===== config.mk =====
export PLATFORM = sky130hd
export DESIGN_NAME = f3m_scale_arbiter
export DESIGN_NICKNAME = d
export VERILOG_FILES = /design/src/rtl/f3m_scale_arbiter.sv
export SDC_FILE = /design/constraint.sdc
export NUM_CORES = 1
export LEC_CHECK = 0
export BUFFER_PORTS_ARGS = -buffer_cell sky130_fd_sc_hd__buf_2
export CAP_MARGIN = 20
export CELL_PAD_IN_SITES_DETAIL_PLACEMENT = 1
export CELL_PAD_IN_SITES_GLOBAL_PLACEMENT = 1
export CORE_AREA = 4 4 232 234
export DETAILED_ROUTE_END_ITERATION = 6
export DIE_AREA = 0 0 236 238
export PLACE_DENSITY = 0.85
export SKIP_CTS_REPAIR_TIMING = 1
export SLEW_MARGIN = 0
export SYNTH_ARGS = -nofsm -noshare
export SYNTH_HDL_FRONTEND = slang
export SYNTH_SLANG_ARGS = --single-unit
export TNS_END_PERCENT = 20

===== constraint.sdc =====
create_clock -name clk -period 22.3 [get_ports clk]
set_clock_uncertainty 0.2 [all_clocks]
set_input_delay 4.46 -clock clk [delete_from_list [all_inputs] [get_ports clk]]
set_output_delay 4.46 -clock clk [all_outputs]
set_load 0.03 [all_outputs]

===== src/rtl/f3m_scale_arbiter.sv =====
//------------------------------------------------------------------------------
// Module   : f3m_scale_arbiter
// Brief    : Two-requester arbiter in front of a GF(3^m) digit-wise scalar
//            multiplier. Optional round-robin tie break via F3M_ARB_RR_EN.
// Revision : 1.0  initial release
//------------------------------------------------------------------------------
`default_nettype none
`timescale 1ns/1ps

`ifndef M
`define M 97
`endif

module f3m_scale_arbiter #(
  parameter int W = 2*`M+2
) (
  input  logic         clk,
  input  logic         reset,
  input  logic         req0,
  input  logic [W-1:0] a0,
  input  logic [1:0]   k0,
  input  logic         req1,
  input  logic [W-1:0] a1,
  input  logic [1:0]   k1,
  output logic         gnt0,
  output logic         gnt1,
  output logic         done0,
  output logic         done1,
  output logic [W-1:0] result,
  output logic         busy
);

  localparam int c_DIGITS = W / 2;

  typedef enum logic [1:0] {
    S_IDLE = 2'd0,
    S_CALC = 2'd1,
    S_DONE = 2'd2
  } state_t;

  state_t       r_state;
  logic         r_owner;
  logic [W-1:0] r_op;
  logic [1:0]   r_k;
  logic         w_pick1;
  logic [W-1:0] w_prod;

  // Illegal encodings (11) on either side force the digit to zero.
  function automatic logic [1:0] f_gf3_mul(input logic [1:0] d, input logic [1:0] k);
    if (d == 2'b11 || k == 2'b11 || d == 2'b00 || k == 2'b00)
      return 2'b00;
    return (d == k) ? 2'b01 : 2'b10;
  endfunction

  generate
    for (genvar i = 0; i < c_DIGITS; i++) begin : g_digit
      assign w_prod[2*i +: 2] = f_gf3_mul(r_op[2*i +: 2], r_k);
    end
  endgenerate

`ifdef F3M_ARB_RR_EN
  logic r_last;

  assign w_pick1 = req1 & (~req0 | ~r_last);

  always_ff @(posedge clk or posedge reset) begin
    if (reset)
      r_last <= 1'b1;
    else if (r_state == S_IDLE && (req0 | req1))
      r_last <= w_pick1;
  end
`else
  assign w_pick1 = req1 & ~req0;
`endif

  always_ff @(posedge clk or posedge reset) begin
    if (reset) begin
      r_state <= S_IDLE;
      r_owner <= 1'b0;
      r_op    <= '0;
      r_k     <= 2'b00;
      gnt0    <= 1'b0;
      gnt1    <= 1'b0;
      done0   <= 1'b0;
      done1   <= 1'b0;
      result  <= '0;
      busy    <= 1'b0;
    end else begin
      gnt0  <= 1'b0;
      gnt1  <= 1'b0;
      done0 <= 1'b0;
      done1 <= 1'b0;
      case (r_state)
        S_IDLE: begin
          if (req0 | req1) begin
            r_owner <= w_pick1;
            r_op    <= w_pick1 ? a1 : a0;
            r_k     <= w_pick1 ? k1 : k0;
            gnt0    <= ~w_pick1;
            gnt1    <= w_pick1;
            busy    <= 1'b1;
            r_state <= S_CALC;
          end
        end
        S_CALC: begin
          result  <= w_prod;
          done0   <= ~r_owner;
          done1   <= r_owner;
          r_state <= S_DONE;
        end
        S_DONE: begin
          busy    <= 1'b0;
          r_state <= S_IDLE;
        end
        default: begin
          busy    <= 1'b0;
          r_state <= S_IDLE;
        end
      endcase
    end
  end

endmodule

`default_nettype wire


Word-level counts from Yosys, hierarchy flattened --
Cells that the tools add are included.
Cells by class: multiplexer cells 404, equal/unequal tests 199, bitwise operators 6, add/subtract/negate cells 0, multipliers 0, reductions and logical operators 396, shifts and indexed selects 0, order comparisons 0, div/mod/pow operators 0
Operators with widths (number):
- 2-bit two-way mux | 296
- 1-bit logical OR | 294
- 2-bit logical NOT | 100
- 2-bit equality test (second input constant) | 99
- 2-bit equality test | 98
- 196-bit two-way mux | 1
- 1-bit two-way mux | 105
- 1-bit inverter | 4
- 2-bit case mux with 2 select lines | 1
- 2-bit AND reduction | 2
- 2-bit by 1-bit equality test with 1-bit output (second input constant) | 1
- 2-bit != test (second input constant) | 1
- 1-bit case mux with 2 select lines | 1
- 1-bit AND | 1
- 1-bit bitwise OR | 1
Word-level totals: memories kept 0, output and inout bits 201, bits in read-only memories 0, bits in registers 402, word-level logic and storage cells 1015, RAM bits 0, input port bits 400, latch bits 0

Longest topological paths before layout --
word-level depth 6, mapped depth 7, gate-level depth less buffers 4

Worst setup path after synthesis --
OpenSTA, ideal clock, no wires.
path type input to register, start point input req1, end point register r_k[0], buffers on the path 3, cell stages on the path 6, arrival 5601 ps, setup time 125 ps, data required time 21975 ps, setup slack 16374 ps, cell sequence nor2b_1 -> buf_6 -> buf_6 -> buf_6 -> mux2_4 -> mux2_2
On the way: cells in the longest elaborated chain, start to end 2, elaborated cells between the ends (all ways) 4, classes of those cells 1 x mux; 2 x bitwise; 1 x reduce/logical
Ends and longest elaborated chain:
- start, declared | RTL line 22 | input logic req1,
- 1-bit AND or 1-bit bitwise OR (tied branches) | RTL line 73, 95
- 2-bit two-way mux or 2-bit AND reduction (tied branches)
- end signal, assigned | RTL line 98 | r_k <= w_pick1 ? k1 : k0;
- end, declared | RTL line 44 | logic [1:0] r_k;
Parallel ways exist; a longest one is shown, timed or not. A chain may end at the register's enable or synchronous reset.

Worst setup path after layout --
start point input req1, end point register r_op[47]
On the way: cells in the longest elaborated chain, start to end 2, elaborated cells between the ends (all ways) 4, classes of those cells 1 x mux; 2 x bitwise; 1 x reduce/logical
Ends and longest elaborated chain:
- 1-bit AND or 1-bit bitwise OR (tied branches) | RTL line 73, 95
- 196-bit two-way mux or 2-bit AND reduction (tied branches)
- end signal, assigned | RTL line 97 | r_op <= w_pick1 ? a1 : a0;
- end, declared | RTL line 43 | logic [W-1:0] r_op;
Parallel ways exist; a longest one is shown, timed or not.

==> metrics.md <==
| Metric | Value |
|---|---|
| CTS Buffer Depth | `3` |
| Largest net degree at the start of global routing | `137` |
| Synth warn | `0` |
| Slew Viols, Final | `0` |
| Nets | `2665` |
| Dpl hpwl | `45.29 mm` |
| GRT Residual Overflow | `0` |
| Die W | `236 µm` |
| Most used cell, CP | `buf_4` |
| Critical path type | `in -> reg` |
| R2R cell count | `5` |
| Peak Freq | `133.4 MHz` |
| I/O pins | `601` |
| Crit-path max cell delay | `0.84 ns` |
| VDD IR max | `0.1001 mV` |
| Worst-path maximum fanout | `51` |
| Clk sink count | `402` |
| Top cell family by delay on the critical path | `buffers and inverters` |
| CP cell instances | `buf_2, nor2b_4, buf_4, buf_4, mux2_4, mux2_2` |
| R2R Setup Slk | `18.66 ns` |
| Worst path slowest cell | `buf_4` |
| First-pass GRT wire length | `99.98 mm` |
| Detailed-route via count | `15970` |
| Hold path start | `r_owner` |
| Reg-to-reg endpoint | `r_op[98]` |
| Final hold violations | `0` |
| Synth top area share | `50.16%` |
| Placed insts | `2903` |
| Die height | `238 µm` |
| Seq/Total Area, Yosys | `50.16%` |
| Wire length per cell | `21.58 µm` |
| Clock transition at path regs | `0.06 ns` |
| WHS Endpoint | `done0` |
| Netlist cell types | `18` |
| Worst R2R Start | `r_state[0]` |
| Setup TNS | `0 ns` |
| Routed Antenna Nets | `0` |
| Startpoint type of the worst setup path | `primary input` |
| Clk Latency, worst-skew pair | `0.56 ns` |
| Placed inst area | `23440 µm²` |
| Hold depth | `1` |
| Area growth from synthesis to layout | `25.34%` |
| Mapped Nets | `2129` |
| Final instance area | `25140 µm²` |
| 1st-iter DRT viols | `714` |
| IO buf count | `600` |
| Worst EP required | `22.54 ns` |
| CTS tree | `done` |
| Status | `completed` |
| H-Tree Depth | `2` |
| Num CTS Buffers | `46` |
| DR vias/cell | `5.328` |
| Leading area contributor after synthesis | `dfrtp_1` |
| CP bufs+invs | `3` |
| RSZ-0062 raised after global routing | `no` |
| Initial antenna violation count | `9` |
| Power per cell area | `166.8 nW/µm²` |
| Share of cells above drive strength 1 | `47.22%` |
| Max cap viols | `0` |
| Area contributors post-synth | `dfrtp_1 (50%), mux2_2 (16%), a221oi_1 (8.6%)` |
| Final period util | `33.62%` |
| Slew HR | `30.96%` |
| Die area | `56170 µm²` |
| #FFs+latches synth | `402` |
| Period minus WS final | `7.496 ns` |
| Post-route insts no fill | `2998` |
| Starting Density | `38.55%` |
| Final WL | `64.69 mm` |
| Total GRT Usage | `22.01%` |
| Number of global-route vias before repair | `17750` |
| DRT Pass-1 Iters | `4` |
| Clock root cell | `clkbuf_16` |
| Mean Syn Cell Area | `11.60 µm²` |
| RD Place Congestion | `0.8299` |
| DRC Markers | `0` |
| Hold crit path type | `reg -> reg` |
| Crit end category | `flop` |
| Final setup violation count | `0` |
| Worst-Margin Slew | `1.036 ns` |
| Synthesized area | `20050 µm²` |
| Total Power | `4.192 mW` |
| CORE AREA | `52020 µm²` |
| Cells after Synth | `1729` |
| Static leakage | `11.52 nW` |
| Crit path DAT | `7.74 ns` |
| Rows | `84` |
worst register-to-register path, cell delays in order (launching register included):
cell     delay (ns)
dfrtp_1        0.40
nor2_1         0.45
o21a_4         0.32
buf_4          0.78
buf_4          0.81
mux2_2         0.56
final cells by class:
cell class	count	area, µm²
fill	5784	26890
sequential	402	10060
antenna	8	20.02
timing repair buffer	619	3186
tap	688	860.8
clock inverter	8	122.6
multi-input combinational	1193	9361
clock buffer	77	1501
inverter	3	23.77
synthesized netlist by cell type, drive strengths merged:
| cell | n |
|---|---|
| a221oi | 196 |
| nand2b | 1 |
| inv | 3 |
| dfrtp | 402 |
| and2 | 3 |
| o21a | 1 |
| buf | 74 |
| nor2 | 395 |
| a21oi | 1 |
| clkbuf | 57 |
| nor2b | 199 |
| a21o | 1 |
| mux2 | 396 |
worst max-delay path by stage:
stage                      from         to  slack, ns  depth (start not counted)
after global routing       req1   r_op[47]      14.66                          6
after detailed placement   req1   r_op[40]      14.26                          6
final                      req1   r_op[47]      14.80                          6
after CTS                  req1   r_op[47]      14.82                          6
after floorplan           reset       busy       6.46                          1
after global placement     req1  r_op[190]      14.46                          6
power by group:
| group | leakage (nW) | internal (mW) | switching, mW | total (mW) |
|---|---|---|---|---|
| Sequential | 4.73 | 1.12 | 0.260 | 1.38 |
| Clock | 0.802 | 0.492 | 0.306 | 0.798 |
| Combinational | 5.99 | 0.734 | 1.28 | 2.01 |
layout by cell type (no fill, tap or decap), types with 9 or more instances in the layout:
cell | netlist | layout
dfrtp_1 | 402 | 402
mux2_4 | 100 | 100
mux2_2 | 287 | 287
buf_4 | 0 | 17
buf_2 | 50 | 600
clkbuf_1 | 57 | 11
clkbuf_8 | 0 | 17
nor2_1 | 395 | 395
clkbuf_16 | 0 | 49
a221oi_1 | 196 | 196
nor2b_1 | 199 | 196
mux2_1 | 9 | 9
flip-flops by register name, summed over array words and instances, names as in the netlist:
register	flops
r_state	2
gnt0	1
result	196
r_k	2
busy	1
r_op	196
r_owner	1
gnt1	1
done0	1
done1	1
metrics by stage:
stage	hold WS (ns)	worst slack [ns]	utilization, %
3_5_place_dp	0.2444	14.26	45.05
6_report	0.2788	14.80	48.31
4_1_cts	0.2682	14.82	48.17
2_1_floorplan	0.2180	6.459	-
3_3_place_gp	0.2406	14.46	45.05
5_1_grt	0.2971	14.66	48.29
metal layers:
metal,GRT usage [%],part of all wire [%]
met3,5.663,6.4
met5,0,0.034
met4,8.240,4.1
met1,24.98,37
met2,39.98,52
logic make-up after synthesis:
family | Yosys count | synth area share [%]
flip-flops | 402 | 50.16
AO/OA/AOI/OAI | 199 | 8.660
AND/OR/NAND/NOR | 598 | 13.73
buffers and inverters | 134 | 3.344
multiplexers | 396 | 24.11
(Power assumes the default switching activity.)
